==> config.mk <==
export PLATFORM = sky130hd
export DESIGN_NAME = adc_fifo_reader
export DESIGN_NICKNAME = d
export VERILOG_FILES = /design/src/rtl/adc_fifo_reader.sv
export SDC_FILE = /design/constraint.sdc
export NUM_CORES = 1
export LEC_CHECK = 0
export ABC_AREA = 1
export BUFFER_PORTS_ARGS = -buffer_cell sky130_fd_sc_hd__buf_4
export CAP_MARGIN = 30
export CORE_ASPECT_RATIO = 1.5
export CORE_MARGIN = 2
export CORE_UTILIZATION = 40
export CTS_CLUSTER_SIZE = 10
export DETAILED_ROUTE_END_ITERATION = 10
export SYNTH_ARGS = -nofsm -noshare
export SYNTH_HDL_FRONTEND = slang
export SYNTH_SLANG_ARGS = --single-unit
==> constraint.sdc <==
create_clock -name clk -period 1.7 [get_ports clk]
set_input_delay 0.51 -clock clk [delete_from_list [all_inputs] [get_ports clk]]
set_output_delay 0.51 -clock clk [all_outputs]
set_load 0.02 [all_outputs]
==> src/rtl/adc_fifo_reader.sv <==
`default_nettype none
// ============================================================================
// Module      : adc_fifo_reader
// Description : Drains 12-bit ADC samples from a FIFO and streams them as
//               framed bytes: sync byte, packed sample pairs, XOR checksum.
// Revision    : 1.0 - initial release
// ============================================================================
module adc_fifo_reader #(
    parameter int          FRAME_SAMPLES = 256,
    parameter logic [7:0]  SYNC_BYTE     = 8'hA5
) (
    input  logic        clk,
    input  logic        rst_n,
    input  logic        enable_i,
    input  logic        fifo_empty_i,
    output logic        fifo_rd_en_o,
    input  logic [11:0] fifo_rdata_i,
    output logic [7:0]  tx_data_o,
    output logic        tx_valid_o,
    input  logic        tx_ready_i,
    output logic        busy_o,
    output logic        frame_done_o
);

    localparam logic [2:0]  c_st_idle    = 3'd0;
    localparam logic [2:0]  c_st_sync    = 3'd1;
    localparam logic [2:0]  c_st_fetch   = 3'd2;
    localparam logic [2:0]  c_st_capture = 3'd3;
    localparam logic [2:0]  c_st_byte0   = 3'd4;
    localparam logic [2:0]  c_st_byte1   = 3'd5;
    localparam logic [2:0]  c_st_byte2   = 3'd6;
    localparam logic [2:0]  c_st_csum    = 3'd7;

    localparam logic [15:0] c_frame_samples = 16'(FRAME_SAMPLES);

    logic [2:0]  r_state;
    logic        r_sel_b;
    logic [11:0] r_sample_a;
    logic [11:0] r_sample_b;
    logic [15:0] r_count;
    logic [7:0]  r_csum;

    logic        w_xfer;
    logic        w_start;

    assign w_xfer  = tx_valid_o & tx_ready_i;
    assign w_start = enable_i & ~fifo_empty_i;

    // Outputs decode straight from state so an asynchronous reset clears them at once.
    always_comb begin
        tx_data_o  = 8'h00;
        tx_valid_o = 1'b0;
        case (r_state)
            c_st_sync: begin
                tx_data_o  = SYNC_BYTE;
                tx_valid_o = 1'b1;
            end
            c_st_byte0: begin
                tx_data_o  = r_sample_a[11:4];
                tx_valid_o = 1'b1;
            end
            c_st_byte1: begin
                tx_data_o  = {r_sample_a[3:0], r_sample_b[11:8]};
                tx_valid_o = 1'b1;
            end
            c_st_byte2: begin
                tx_data_o  = r_sample_b[7:0];
                tx_valid_o = 1'b1;
            end
            c_st_csum: begin
                tx_data_o  = r_csum;
                tx_valid_o = 1'b1;
            end
            default: begin
                tx_data_o  = 8'h00;
                tx_valid_o = 1'b0;
            end
        endcase
    end

    assign fifo_rd_en_o = (r_state == c_st_fetch) & ~fifo_empty_i;
    assign busy_o       = (r_state != c_st_idle);
    assign frame_done_o = (r_state == c_st_csum) & tx_ready_i;

    always_ff @(posedge clk or negedge rst_n) begin
        if (!rst_n) begin
            r_state    <= c_st_idle;
            r_sel_b    <= 1'b0;
            r_sample_a <= 12'h000;
            r_sample_b <= 12'h000;
            r_count    <= 16'h0000;
            r_csum     <= 8'h00;
        end else begin
            case (r_state)
                c_st_idle: begin
                    if (w_start) begin
                        r_state <= c_st_sync;
                        r_sel_b <= 1'b0;
                        r_count <= 16'h0000;
                        r_csum  <= 8'h00;
                    end
                end
                c_st_sync: begin
                    if (w_xfer) r_state <= c_st_fetch;
                end
                c_st_fetch: begin
                    if (!fifo_empty_i) r_state <= c_st_capture;
                end
                c_st_capture: begin
                    r_count <= r_count + 16'd1;
                    if (r_sel_b) begin
                        r_sample_b <= fifo_rdata_i;
                        r_sel_b    <= 1'b0;
                        r_state    <= c_st_byte0;
                    end else begin
                        r_sample_a <= fifo_rdata_i;
                        r_sel_b    <= 1'b1;
                        r_state    <= c_st_fetch;
                    end
                end
                c_st_byte0: begin
                    if (w_xfer) begin
                        r_csum  <= r_csum ^ tx_data_o;
                        r_state <= c_st_byte1;
                    end
                end
                c_st_byte1: begin
                    if (w_xfer) begin
                        r_csum  <= r_csum ^ tx_data_o;
                        r_state <= c_st_byte2;
                    end
                end
                c_st_byte2: begin
                    if (w_xfer) begin
                        r_csum  <= r_csum ^ tx_data_o;
                        r_state <= (r_count == c_frame_samples) ? c_st_csum : c_st_fetch;
                    end
                end
                c_st_csum: begin
                    if (w_xfer) r_state <= c_st_idle;
                end
                default: r_state <= c_st_idle;
            endcase
        end
    end

endmodule
`default_nettype wire

==> results by group <==
Pwr
  – Power density relative to cell area: 1772 nW/µm²
  – Overall power after layout: 7.279 mW
  – Standby leakage power: 1.986 nW
  – Peak supply drop: 0.0007208 V

Timing
  – Unrepaired setup endpoints after global routing: yes
  – Number of setup violations in the final report: 33
  – Max Fclk: 496.0 MHz
  – Period minus WS final: 2.016 ns
  – Endpoints failing hold: 0
  – Worst rel slew slack: 72.56%
  – Worst slack on hold paths: 0.08909 ns
  – Worst-Margin Slew: 0.4085 ns
  – Slew Viols, Final: 0
  – Clock skew: 0.01595 ns
  – Final Cycle Share: 118.6%
  – Final critical-path setup slack: -0.3162 ns

Detailed routing
  – Number of nets with antenna violations after detailed routing: 0
  – DR WL/cell: 15.60 µm
  – Total Wirelength: 8.347 mm
  – Number of vias per cell after detailed routing: 5.314
  – DRC Markers: 0
  – Routed vias: 2843
  – Iteration-0 DRC Markers: 137
  – Detailed-router iteration count before antenna repair: 4

Logic synthesis
  – Synthesized flop and latch total: 52
  – Mean area per synthesized cell: 7.431 µm²
  – Cell type contributing the most total cell area after synthesis: dfrtp_1
  – Distinct cell type count of the synthesized netlist: 27
  – Post-synthesis net count: 396
  – Register area share after synthesis: 46.45%
  – Synth top area share: 46.45%
  – Mapped Area: 2801 µm²
  – Number of standard cells after synthesis: 377
  – Yosys synthesis warning count: 0
  – Most area-consuming cells after synthesis: dfrtp_1 46%, nand2_1 12%, nand3_1 6.6%

Global routing
  – Wire length of the first global-routing pass: 12.25 mm
  – Pin count of the biggest net entering global routing: 26
  – Grt total ovfl: 0
  – Number of antenna violations at the first check in global routing: 0
  – Global-route usage over all layers: 20.60%
  – Number of global-route vias before repair: 2607

Cells and area
  – Area growth from synthesis to layout: 46.63%
  – Fraction of layout cells with a size suffix above 1: 37.64%
  – Commonest non-fill, non-tap cell in the layout: nand2_1
  – Most frequent cells in the layout: 65 x nand2_1, 55 x buf_4, 49 x dfrtp_1
  – Count of filler cells inserted in the layout: 602
  – Register Area: 1305 µm²
  – Area occupied by multi-input gates: 1595 µm²
  – Inserted Diodes: 0
  – Final net count: 475

Worst setup path
  – Maximum net fanout on the critical path: 8
  – Category of the worst setup path launch point: flip-flop
  – Worst Setup End Kind: output pin
  – Launch point of the worst reg-to-reg path: r_state[1]
  – Capture instance of the worst register-to-register path: r_state[2]
  – Crit path required time: 1.19 ns
  – Arrival @ worst endpoint: 1.51 ns
  – Internal reg-to-reg setup slack: -0.11 ns
  – Setup Crit Path Kind: flip-flop to output pin
  – Length in cells of the worst reg-to-reg path: 11

CTS
  – Total clock buffers created by CTS: 5
  – Clock Sinks: 52
  – Maximum level of the CTS H-tree: 2
  – TritonCTS clock tree: built
  – Worst-Skew Late Latency: 0.32 ns
  – Clock transition at the registers of the reported paths: 0.10 ns
  – Post-CTS Hold Buffers: 0
  – Worst-case clock buffer depth: 2
  – Clock Root Buffer: clkbuf_8

Status
  – Run status: finished, violations left
  – Failing checks: setup timing

Floorplanning
  – Die Outline Area: 7703 µm²
  – Floorplan core area: 6805 µm²
  – Number of placement rows: 37
  – Floorplan die height: 106.5 µm
  – Die outline width: 72.33 µm
  – Initial Util: 41.17%
  – I/O pin cnt: 29

Place
  – I/O Buffers: 28
  – Gpl congestion: 0.9103
  – HPWL Detailed: 5.757 mm
  – Place WS: -0.07077 ns

Job
  – Max_cap viols: 0

Worst hold path
  – Path category of the worst min-delay check: primary input to asynchronous set/reset pin
-- layout make-up --
cell class | instances | area share, %
multi-input cells | 265 | 38.84
well taps | 78 | 2.376
inverters | 47 | 4.721
repair buffers | 84 | 19.83
flip-flops and latches | 52 | 31.77
clock inverters | 1 | 0.1828
repair inverters | 1 | 0.1828
clock buffers | 7 | 2.102
-- registers in the layout (all words and copies together) (netlist names) --
signal	count
r_count	16
r_csum	8
r_sample_a	12
r_sample_b	12
r_sel_b	1
r_state	3
-- worst max-delay path by stage --
stage | start | end | slack [ns] | cells after the start
global placement | r_state[2] | tx_data_o[5] | -0.04 | 4
floorplan | r_state[0] | tx_data_o[2] | 0.003 | 5
global route | r_state[1] | tx_data_o[2] | -0.39 | 6
detailed placement | r_state[1] | tx_data_o[5] | -0.07 | 5
finish | r_state[1] | tx_data_o[1] | -0.32 | 6
CTS | r_state[1] | tx_data_o[2] | -0.33 | 6
-- worst max-delay path, cell delays in order, from the launching register on --
cell and delay [ns]:
dfrtp_2 0.56, buf_6 0.16, nand3_4 0.10, nor2_1 0.10
nor2_1 0.05, nand2_1 0.09, buf_6 0.12
-- Yosys cell counts --
| cell | instances |
|---|---|
| clkbuf_1 | 5 |
| buf_1 | 1 |
| inv_1 | 42 |
| a21oi_1 | 10 |
| nor2_2 | 1 |
| o31ai_1 | 1 |
| o22ai_1 | 2 |
| dfrtp_1 | 52 |
| ha_1 | 2 |
| xor2_1 | 1 |
| nor3_1 | 6 |
| buf_4 | 1 |
| o21ai_0 | 19 |
| nor2_1 | 42 |
| o32ai_1 | 1 |
| nand3_1 | 37 |
| nand4_1 | 22 |
| nor3_4 | 1 |
| nand2_1 | 91 |
| nor2_4 | 1 |
| o21ai_1 | 21 |
| o211ai_1 | 1 |
| mux2_1 | 3 |
| mux2_2 | 1 |
| inv_2 | 5 |
| buf_2 | 7 |
| nand3b_1 | 1 |
-- what timing repair did --
item / CTS / global route
hold endpoints to repair: 0 / 0
buffers inserted: 5 / 12
pin swaps: 8 / 26
gates cloned: 1 / 4
resized for setup: 31 / 102
endpoints found under the setup margin: 38 / 40
-- where the power goes --
group	switching [mW]	total [mW]	leakage (nW)	internal (mW)
Sequential	0.547	2.33	0.662	1.78
Clock	0.422	0.754	0.0445	0.332
Combinational	2.23	4.19	1.28	1.96
-- cell families after synthesis --
family	synth area share, %
compound gates	10.23
flops	46.45
mux	1.608
fa+ha+maj	0.8931
simple gates	31.89
buf+inv	8.620
xor+xnor	0.3127
-- per-layer routing --
| layer | global-route usage, % | wire length (µm) | vias up | share of wire, % |
|---|---|---|---|---|
| met5 | 0 | 0 | - | 0 |
| met4 | 9.704 | 417 | 0 | 5.0 |
| li1 | - | - | 1398 | - |
| met2 | 37.35 | 4509 | 56 | 54 |
| met1 | 23.24 | 3206 | 1364 | 38 |
| met3 | 2.559 | 213 | 25 | 2.6 |
-- metrics by stage --
stage,util (%),cell area (µm²),setup TNS (ns),cells
after floorplan,-,2806,0,377
after global placement,49.55,3372,-0.2374,507
after detailed placement,49.55,3372,-0.5469,507
after CTS,52.73,3588,-3.076,520
after global routing,60.36,4108,-7.254,535
final,60.36,4108,-4.414,535
Note: power is estimated with default switching activity, not from simulation.
